==> src/rtl/key_line_buffer_ctrl_if.sv <==
// rtl/key_line_buffer_ctrl_if.sv - keyboard-side and parser-side signals of the key line buffer
// Optional bracket_err member exists only when KEYBUF_BRACKET_CHECK_EN is defined.
interface key_line_buffer_ctrl_if #(
    parameter int AW     = 5,
    parameter int CODE_W = 8
);
    logic [CODE_W-1:0] key_code;
    logic              key_down;
    logic [CODE_W-1:0] rd_data;
    logic              rd_valid;
    logic              rd_ready;
    logic              rd_last;
    logic              line_ready;
    logic [AW:0]       count;
    logic              overflow;
`ifdef KEYBUF_BRACKET_CHECK_EN
    logic              bracket_err;
`endif

    modport master (
        output key_code, key_down, rd_ready,
`ifdef KEYBUF_BRACKET_CHECK_EN
        input  bracket_err,
`endif
        input  rd_data, rd_valid, rd_last, line_ready, count, overflow
    );

    modport slave (
        input  key_code, key_down, rd_ready,
`ifdef KEYBUF_BRACKET_CHECK_EN
        output bracket_err,
`endif
        output rd_data, rd_valid, rd_last, line_ready, count, overflow
    );
endinterface

==> src/rtl/key_line_buffer_ctrl.sv <==
// rtl/key_line_buffer_ctrl.sv - keyboard press-to-line buffer, drains whole lines to the parser
// KEYBUF_BRACKET_CHECK_EN adds a bracket-depth gate on ENTER and the bracket_err pulse.
module key_line_buffer_ctrl #(
    parameter int DEPTH  = 32,
    parameter int AW     = 5,
    parameter int CODE_W = 8
) (
    input  logic                   clock,
    input  logic                   reset,
    key_line_buffer_ctrl_if.slave  bus
);
    typedef enum logic {COLLECT, DRAIN} state_t;

    localparam logic [CODE_W-1:0] ENTER_CODE = CODE_W'(3);
    localparam logic [AW:0]       CNT_ONE    = (AW+1)'(1);
    localparam logic [AW:0]       CNT_TWO    = (AW+1)'(2);
    localparam logic [AW:0]       CNT_FULL   = (AW+1)'(DEPTH);
    localparam logic [AW-1:0]     PTR_ONE    = AW'(1);

    state_t            state;
    logic [CODE_W-1:0] mem [DEPTH];
    logic [AW-1:0]     wr_ptr;
    logic [AW-1:0]     rd_ptr;
    logic [AW-1:0]     rd_ptr_nxt;
    logic              key_down_q;
    logic              press;
    logic              is_enter;
    logic              full;
    logic              store;
    logic              drop;
    logic              commit;
    logic              pop;

    assign press      = bus.key_down & ~key_down_q;
    assign is_enter   = (bus.key_code == ENTER_CODE);
    assign full       = (bus.count == CNT_FULL);
    assign store      = (state == COLLECT) && press && !is_enter && !full;
    assign drop       = (state == COLLECT) && press && !is_enter && full;
    assign pop        = (state == DRAIN) && bus.rd_valid && bus.rd_ready;
    assign rd_ptr_nxt = rd_ptr + PTR_ONE;

`ifdef KEYBUF_BRACKET_CHECK_EN
    localparam logic [CODE_W-1:0] OPEN_CODE  = CODE_W'(91);
    localparam logic [CODE_W-1:0] CLOSE_CODE = CODE_W'(93);
    localparam logic signed [AW:0] DEPTH_ONE = (AW+1)'(1);

    logic signed [AW:0] depth;
    logic               reject;

    // Unbalanced lines stay in COLLECT so the user can finish the expression.
    assign commit = (state == COLLECT) && press && is_enter && (bus.count != '0) && (depth == '0);
    assign reject = (state == COLLECT) && press && is_enter && (bus.count != '0) && (depth != '0);
`else
    assign commit = (state == COLLECT) && press && is_enter && (bus.count != '0);
`endif

    always_ff @(posedge clock) begin
        if (store) begin
            mem[wr_ptr] <= bus.key_code;
        end
    end

    always_ff @(posedge clock or negedge reset) begin
        if (!reset) begin
            state          <= COLLECT;
            wr_ptr         <= '0;
            rd_ptr         <= '0;
            key_down_q     <= 1'b0;
            bus.count      <= '0;
            bus.overflow   <= 1'b0;
            bus.rd_valid   <= 1'b0;
            bus.rd_last    <= 1'b0;
            bus.line_ready <= 1'b0;
            bus.rd_data    <= '0;
`ifdef KEYBUF_BRACKET_CHECK_EN
            depth           <= '0;
            bus.bracket_err <= 1'b0;
`endif
        end else begin
            key_down_q <= bus.key_down;
`ifdef KEYBUF_BRACKET_CHECK_EN
            bus.bracket_err <= reject;
            if (store && bus.key_code == OPEN_CODE) begin
                depth <= depth + DEPTH_ONE;
            end else if (store && bus.key_code == CLOSE_CODE) begin
                depth <= depth - DEPTH_ONE;
            end else if (pop && bus.rd_last) begin
                depth <= '0;
            end
`endif
            case (state)
                COLLECT: begin
                    if (store) begin
                        wr_ptr    <= wr_ptr + PTR_ONE;
                        bus.count <= bus.count + CNT_ONE;
                    end
                    if (drop) begin
                        bus.overflow <= 1'b1;
                    end
                    if (commit) begin
                        state          <= DRAIN;
                        bus.line_ready <= 1'b1;
                        bus.rd_valid   <= 1'b1;
                        bus.rd_data    <= mem[rd_ptr];
                        bus.rd_last    <= (bus.count == CNT_ONE);
                    end
                end
                DRAIN: begin
                    if (pop) begin
                        rd_ptr    <= rd_ptr_nxt;
                        bus.count <= bus.count - CNT_ONE;
                        if (bus.rd_last) begin
                            state          <= COLLECT;
                            bus.line_ready <= 1'b0;
                            bus.rd_valid   <= 1'b0;
                            bus.rd_last    <= 1'b0;
                            bus.rd_data    <= '0;
                            bus.overflow   <= 1'b0;
                        end else begin
                            // Prefetch the next byte so it is presented the cycle after the pop.
                            bus.rd_data <= mem[rd_ptr_nxt];
                            bus.rd_last <= (bus.count == CNT_TWO);
                        end
                    end
                end
                default: state <= COLLECT;
            endcase
        end
    end
endmodule
==> src/flat_wrapper.sv <==
// flat-port wrapper written by rule: the top's interface ports become plain ports
module key_line_buffer_ctrl_flat 
#(
    parameter int DEPTH  = 32,
    parameter int AW     = 5,
    parameter int CODE_W = 8
)
  (clock, reset, bus_key_code, bus_key_down, bus_rd_ready, bus_rd_data, bus_rd_valid, bus_rd_last, bus_line_ready, bus_count, bus_overflow);
  key_line_buffer_ctrl_if #(.AW(AW), .CODE_W(CODE_W)) bus_i ();
  input  logic clock;
  input  logic reset;
  input wire logic [$bits(bus_i.key_code)-1:0] bus_key_code;
  input wire logic [$bits(bus_i.key_down)-1:0] bus_key_down;
  input wire logic [$bits(bus_i.rd_ready)-1:0] bus_rd_ready;
  output wire logic [$bits(bus_i.rd_data)-1:0] bus_rd_data;
  output wire logic [$bits(bus_i.rd_valid)-1:0] bus_rd_valid;
  output wire logic [$bits(bus_i.rd_last)-1:0] bus_rd_last;
  output wire logic [$bits(bus_i.line_ready)-1:0] bus_line_ready;
  output wire logic [$bits(bus_i.count)-1:0] bus_count;
  output wire logic [$bits(bus_i.overflow)-1:0] bus_overflow;
  assign bus_i.key_code = bus_key_code;
  assign bus_i.key_down = bus_key_down;
  assign bus_i.rd_ready = bus_rd_ready;
  assign bus_rd_data = bus_i.rd_data;
  assign bus_rd_valid = bus_i.rd_valid;
  assign bus_rd_last = bus_i.rd_last;
  assign bus_line_ready = bus_i.line_ready;
  assign bus_count = bus_i.count;
  assign bus_overflow = bus_i.overflow;
  key_line_buffer_ctrl #(.DEPTH(DEPTH), .AW(AW), .CODE_W(CODE_W)) u_core (.clock(clock), .reset(reset), .bus(bus_i));
endmodule
==> config.mk <==
export PLATFORM = sky130hd
export DESIGN_NAME = key_line_buffer_ctrl_flat
export DESIGN_NICKNAME = d
export VERILOG_FILES = /design/src/rtl/key_line_buffer_ctrl_if.sv /design/src/rtl/key_line_buffer_ctrl.sv /design/src/flat_wrapper.sv
export SDC_FILE = /design/constraint.sdc
export NUM_CORES = 1
export LEC_CHECK = 0
export ABC_AREA = 0
export BUFFER_PORTS_ARGS = -buffer_cell sky130_fd_sc_hd__buf_4
export CORE_MARGIN = 1.5
export CORE_UTILIZATION = 30
export DETAILED_ROUTE_END_ITERATION = 16
export GPL_TIMING_DRIVEN = 0
export HOLD_SLACK_MARGIN = 0.06
export PLACE_DENSITY = 0.5
export SYNTH_ARGS = -nofsm -noshare
export SYNTH_HDL_FRONTEND = slang
export SYNTH_SLANG_ARGS = --single-unit
==> constraint.sdc <==
create_clock -name clock -period 3.3 [get_ports clock]
set_input_delay 0.165 -clock clock [delete_from_list [all_inputs] [get_ports clock]]
set_output_delay 0.165 -clock clock [all_outputs]
set_load 0.05 [all_outputs]
==> summary.md <==
| Metric | Value |
|---|---|
| Total GRT Usage | 18.46% |
| Non-Filler Instances | between 1500 and 2000 |
| Worst Hold Class | input pin to flop |
| H-tree levels | 2 |
| Register area share after synthesis | about three fifths |
| Layout fillers | approximately 4400 |
| Max cap viols | 0 |
| Relative slew slack | 25.39% |
| CTS tree | built |
| Cells after Synth | around 900 |
| Final Power | about 9.4 mW |
| Busiest grt layer | met2 |
| Routed Antenna Nets | 0 |
| Die Y | 219.7 µm |
| Starting Density | a little under a third |
| Area of the multi-input gates | around 5400 µm² |
| Ant diodes | 0 |
| # placed instances | 1534 |
| Yosys top cell area share | between 50 and 60% |
| Crit path max fanout | 9 |
| Top cells by area, synth | edfxtp_1, mux4_2, mux2i_1, dfrtp_1, mux2_2 |
| I/O pins | 30 |
| Total Routed Length | ~44000 µm |
| Initial antenna violation count | 0 |
| Die area | roughly 48000 µm² |
| Ys Warns | 0 |
| Total core area | ~46000 µm² |
| Sequential cell area | between 8000 and 9000 µm² |
| CP bufs+invs | 2 |
| Tmin final | approximately 3.3 ns |
| GR Util met3 | around 2.5% |
| I/O Buffers | 29 |
| Die width | 219.7 µm |
| Yosys cell types | 53 |
| Area grow syn2layout | 16.34% |
| FMAX | 0.3055 GHz |
| Cells along the critical path | inv_1 > ha_1 > nor4b_1 > nand2_1 > and3_1 > clkbuf_1 > nand2_1 > nor2_2 |
| Leakage | between 5 and 6 nW |
| Slew Viols, Final | 0 |
| Layout net count | approximately 990 |
| Global-route wire length before repair | roughly 63000 µm |
| # rows | approximately 80 |
| Critical Path RT | ~3.4 ns |
| RSZ-0062 raised after global routing | true |
| Routing usage on met2 | a little under a third |
| Vias in the first global route | 8768 |
| Mean area per synthesized cell | approximately 16 µm² |
| Largest net degree at the start of global routing | 34 |
| Routed vias/inst | roughly 5.4 |
| Area leader, netlist | edfxtp_1 |
| Root Buffer | clkbuf_16 |
| Final worst-path cycle share | between 90 and 100% |
| First-pass DRT Iterations | 5 |
| Mapped Nets | a little over 900 |
| Seq cells post-synth | 285 |
| Residual DRC | 0 |
| CP max-delay cell | nor2_2 |
| Final setup viols | 0 |
| Worst EP arrival | 3.41 ns |
| Clock Latency Late Sink | 0.53 ns |
| Vias | between 8000 and 9000 |
| Final Hold Fails | 0 |
| Max VDD drop | around 500 µV |
| Crit-path max cell delay | approximately 0.69 ns |
| Run status | complete, no violations |
| Critical Path Start Type | flop |
| Critical path class | flop to flop |
| Worst slew pin tran | ~1.1 ns |
| Starting DRC count in detailed routing | just over 900 |
| Clock Skew | 0.01974 ns |
| Ys async rst share | 10.18% |
| Layout cells sized above 1 | between 20 and 30% |
| CTS Buf Count | 35 |
| P per Cell Area | ~570 nW/µm² |
| CTS Sinks | about 290 |
| Netlist Area Pre-Place | between 10000 and 15000 µm² |
| DP HPWL | around 30000 µm |
| CP most frequent cell | nand2_1 |
| Avg WL per Cell | about 27 µm |
| RePlAce Congestion | approximately 0.90 |
| GRT overflow | 0 |
| Clock transition at path regs | 0.06 ns |
| Crit path capture type | flop |
| Crit path max-delay family | simple AND/OR/NAND/NOR gates |
| Ys flop type | edfxtp_1 |
| R2r setup slk | approximately 0.027 ns |
| Clock buffer depth | 3 |
| Post-synth EDFFs | ~260 |
| GR Util met1 | roughly a quarter |
[cell usage after synthesis (17+ instances only)]
cell type    n
buf_2       20
buf_4       17
clkbuf_1    18
dfrtp_1     29
edfxtp_1   256
mux2_2      47
mux2i_1    109
mux4_2      75
nand2_1     35
nand3_1     34
nor2_1      61
o22ai_1     39
[where the power goes]
part / total [mW] / internal, mW / switching [mW]
clock network: 3.82 / 2.33 / 1.48
logic: 1.33 / 0.461 / 0.867
registers: 4.24 / 4.10 / 0.137
[cell type report]
type | instances | share of cell area (%)
clock inverters | 14 | 1.107
plain buffers | 63 | 2.237
repair buffers | 33 | 1.542
flip-flops and latches | 285 | 51.33
clock buffers | 50 | 5.817
multi-input cells | 542 | 33.17
well taps | 607 | 4.634
inverters | 7 | 0.1603
[cell usage in the layout (no fill, tap or decap), types with 33 or more instances in the layout]
| cell | Yosys | layout |
|---|---|---|
| clkbuf_16 | 0 | 36 |
| nand3_1 | 34 | 34 |
| o22ai_1 | 39 | 39 |
| buf_4 | 17 | 49 |
| mux2_2 | 47 | 47 |
| edfxtp_1 | 256 | 256 |
| mux2i_1 | 109 | 107 |
| nand2_1 | 35 | 33 |
| mux4_2 | 75 | 75 |
[final timing paths]
kind	from	end	cells past startpoint
worst min register to register	u_core.bus.rd_valid	u_core.bus.rd_valid	2
worst min-delay path	bus_key_code[2]	u_core.mem[9][2]	1
worst max-delay path	u_core.bus.count[0]	u_core.mem[0][0]	8
worst max register to register	u_core.bus.count[0]	u_core.mem[0][0]	8
min in group asynchronous	reset	u_core.bus.count[3]	2
max in group asynchronous	reset	u_core.bus.rd_data[3]	2
[state kept, by name (all words and copies together), names as in the netlist]
register and count:
u_core.mem 256, u_core.bus.rd_data 8, u_core.bus.count 6, u_core.rd_ptr 5, u_core.wr_ptr 5, u_core.bus.overflow 1, u_core.bus.rd_last 1, u_core.bus.rd_valid 1
u_core.key_down_q 1, u_core.state 1
[worst reg2reg max path: cells and delay by family (launching register included)]
kind                       cells  cell delay (ns)
adders and majority gates      1             0.23
buffers and inverters          2             0.60
DFF                            1             0.50
and+or+nand+nor                5             1.57
[per-stage QoR]
step                utilization [%]  worst slack, ns  hold slack [ns]  TNS (ns)  instance area (µm²)
finish                        35.28          0.02688          0.07985         0                16390
global route                  35.28          -0.1150          0.08115    -7.073                16390
global placement              32.43          -0.2026           0.1371    -8.215                15060
floorplan                         -           0.4937          -0.1306         0                14090
CTS                           35.06          -0.1214          0.06414    -4.818                16290
detailed placement            32.43          -0.2204           0.1423    -12.76                15060
[what timing repair did]
item | CTS | global route
hold endpoints to repair | 30 | 0
setup endpoints to repair | 190 | 151
pin swaps | 0 | 3
buffers inserted | 0 | 2
cloned | 0 | 0
hold buffers | 2 | 0
gates resized for setup | 27 | 30
[metal layers]
layer	wire length [µm]	up-vias
met2	20640	278
met5	0	-
met4	1287	0
met3	2302	65
met1	19690	4494
li1	-	3748
[logic make-up (layout without fill, tap and decap cells)]
kind of cell	Yosys count	count (layout)	share of synthesized area, %
buffers and inverters	71	167	2.682
muxes	242	242	24.37
AOI/OAI and AO/OA	80	80	4.210
and+or+nand+nor	193	193	6.963
adders and majority gates	10	10	0.8882
xor gates and xnor gates	17	17	1.164
DFF	285	285	59.72
Power figures use the tool's default switching activity.
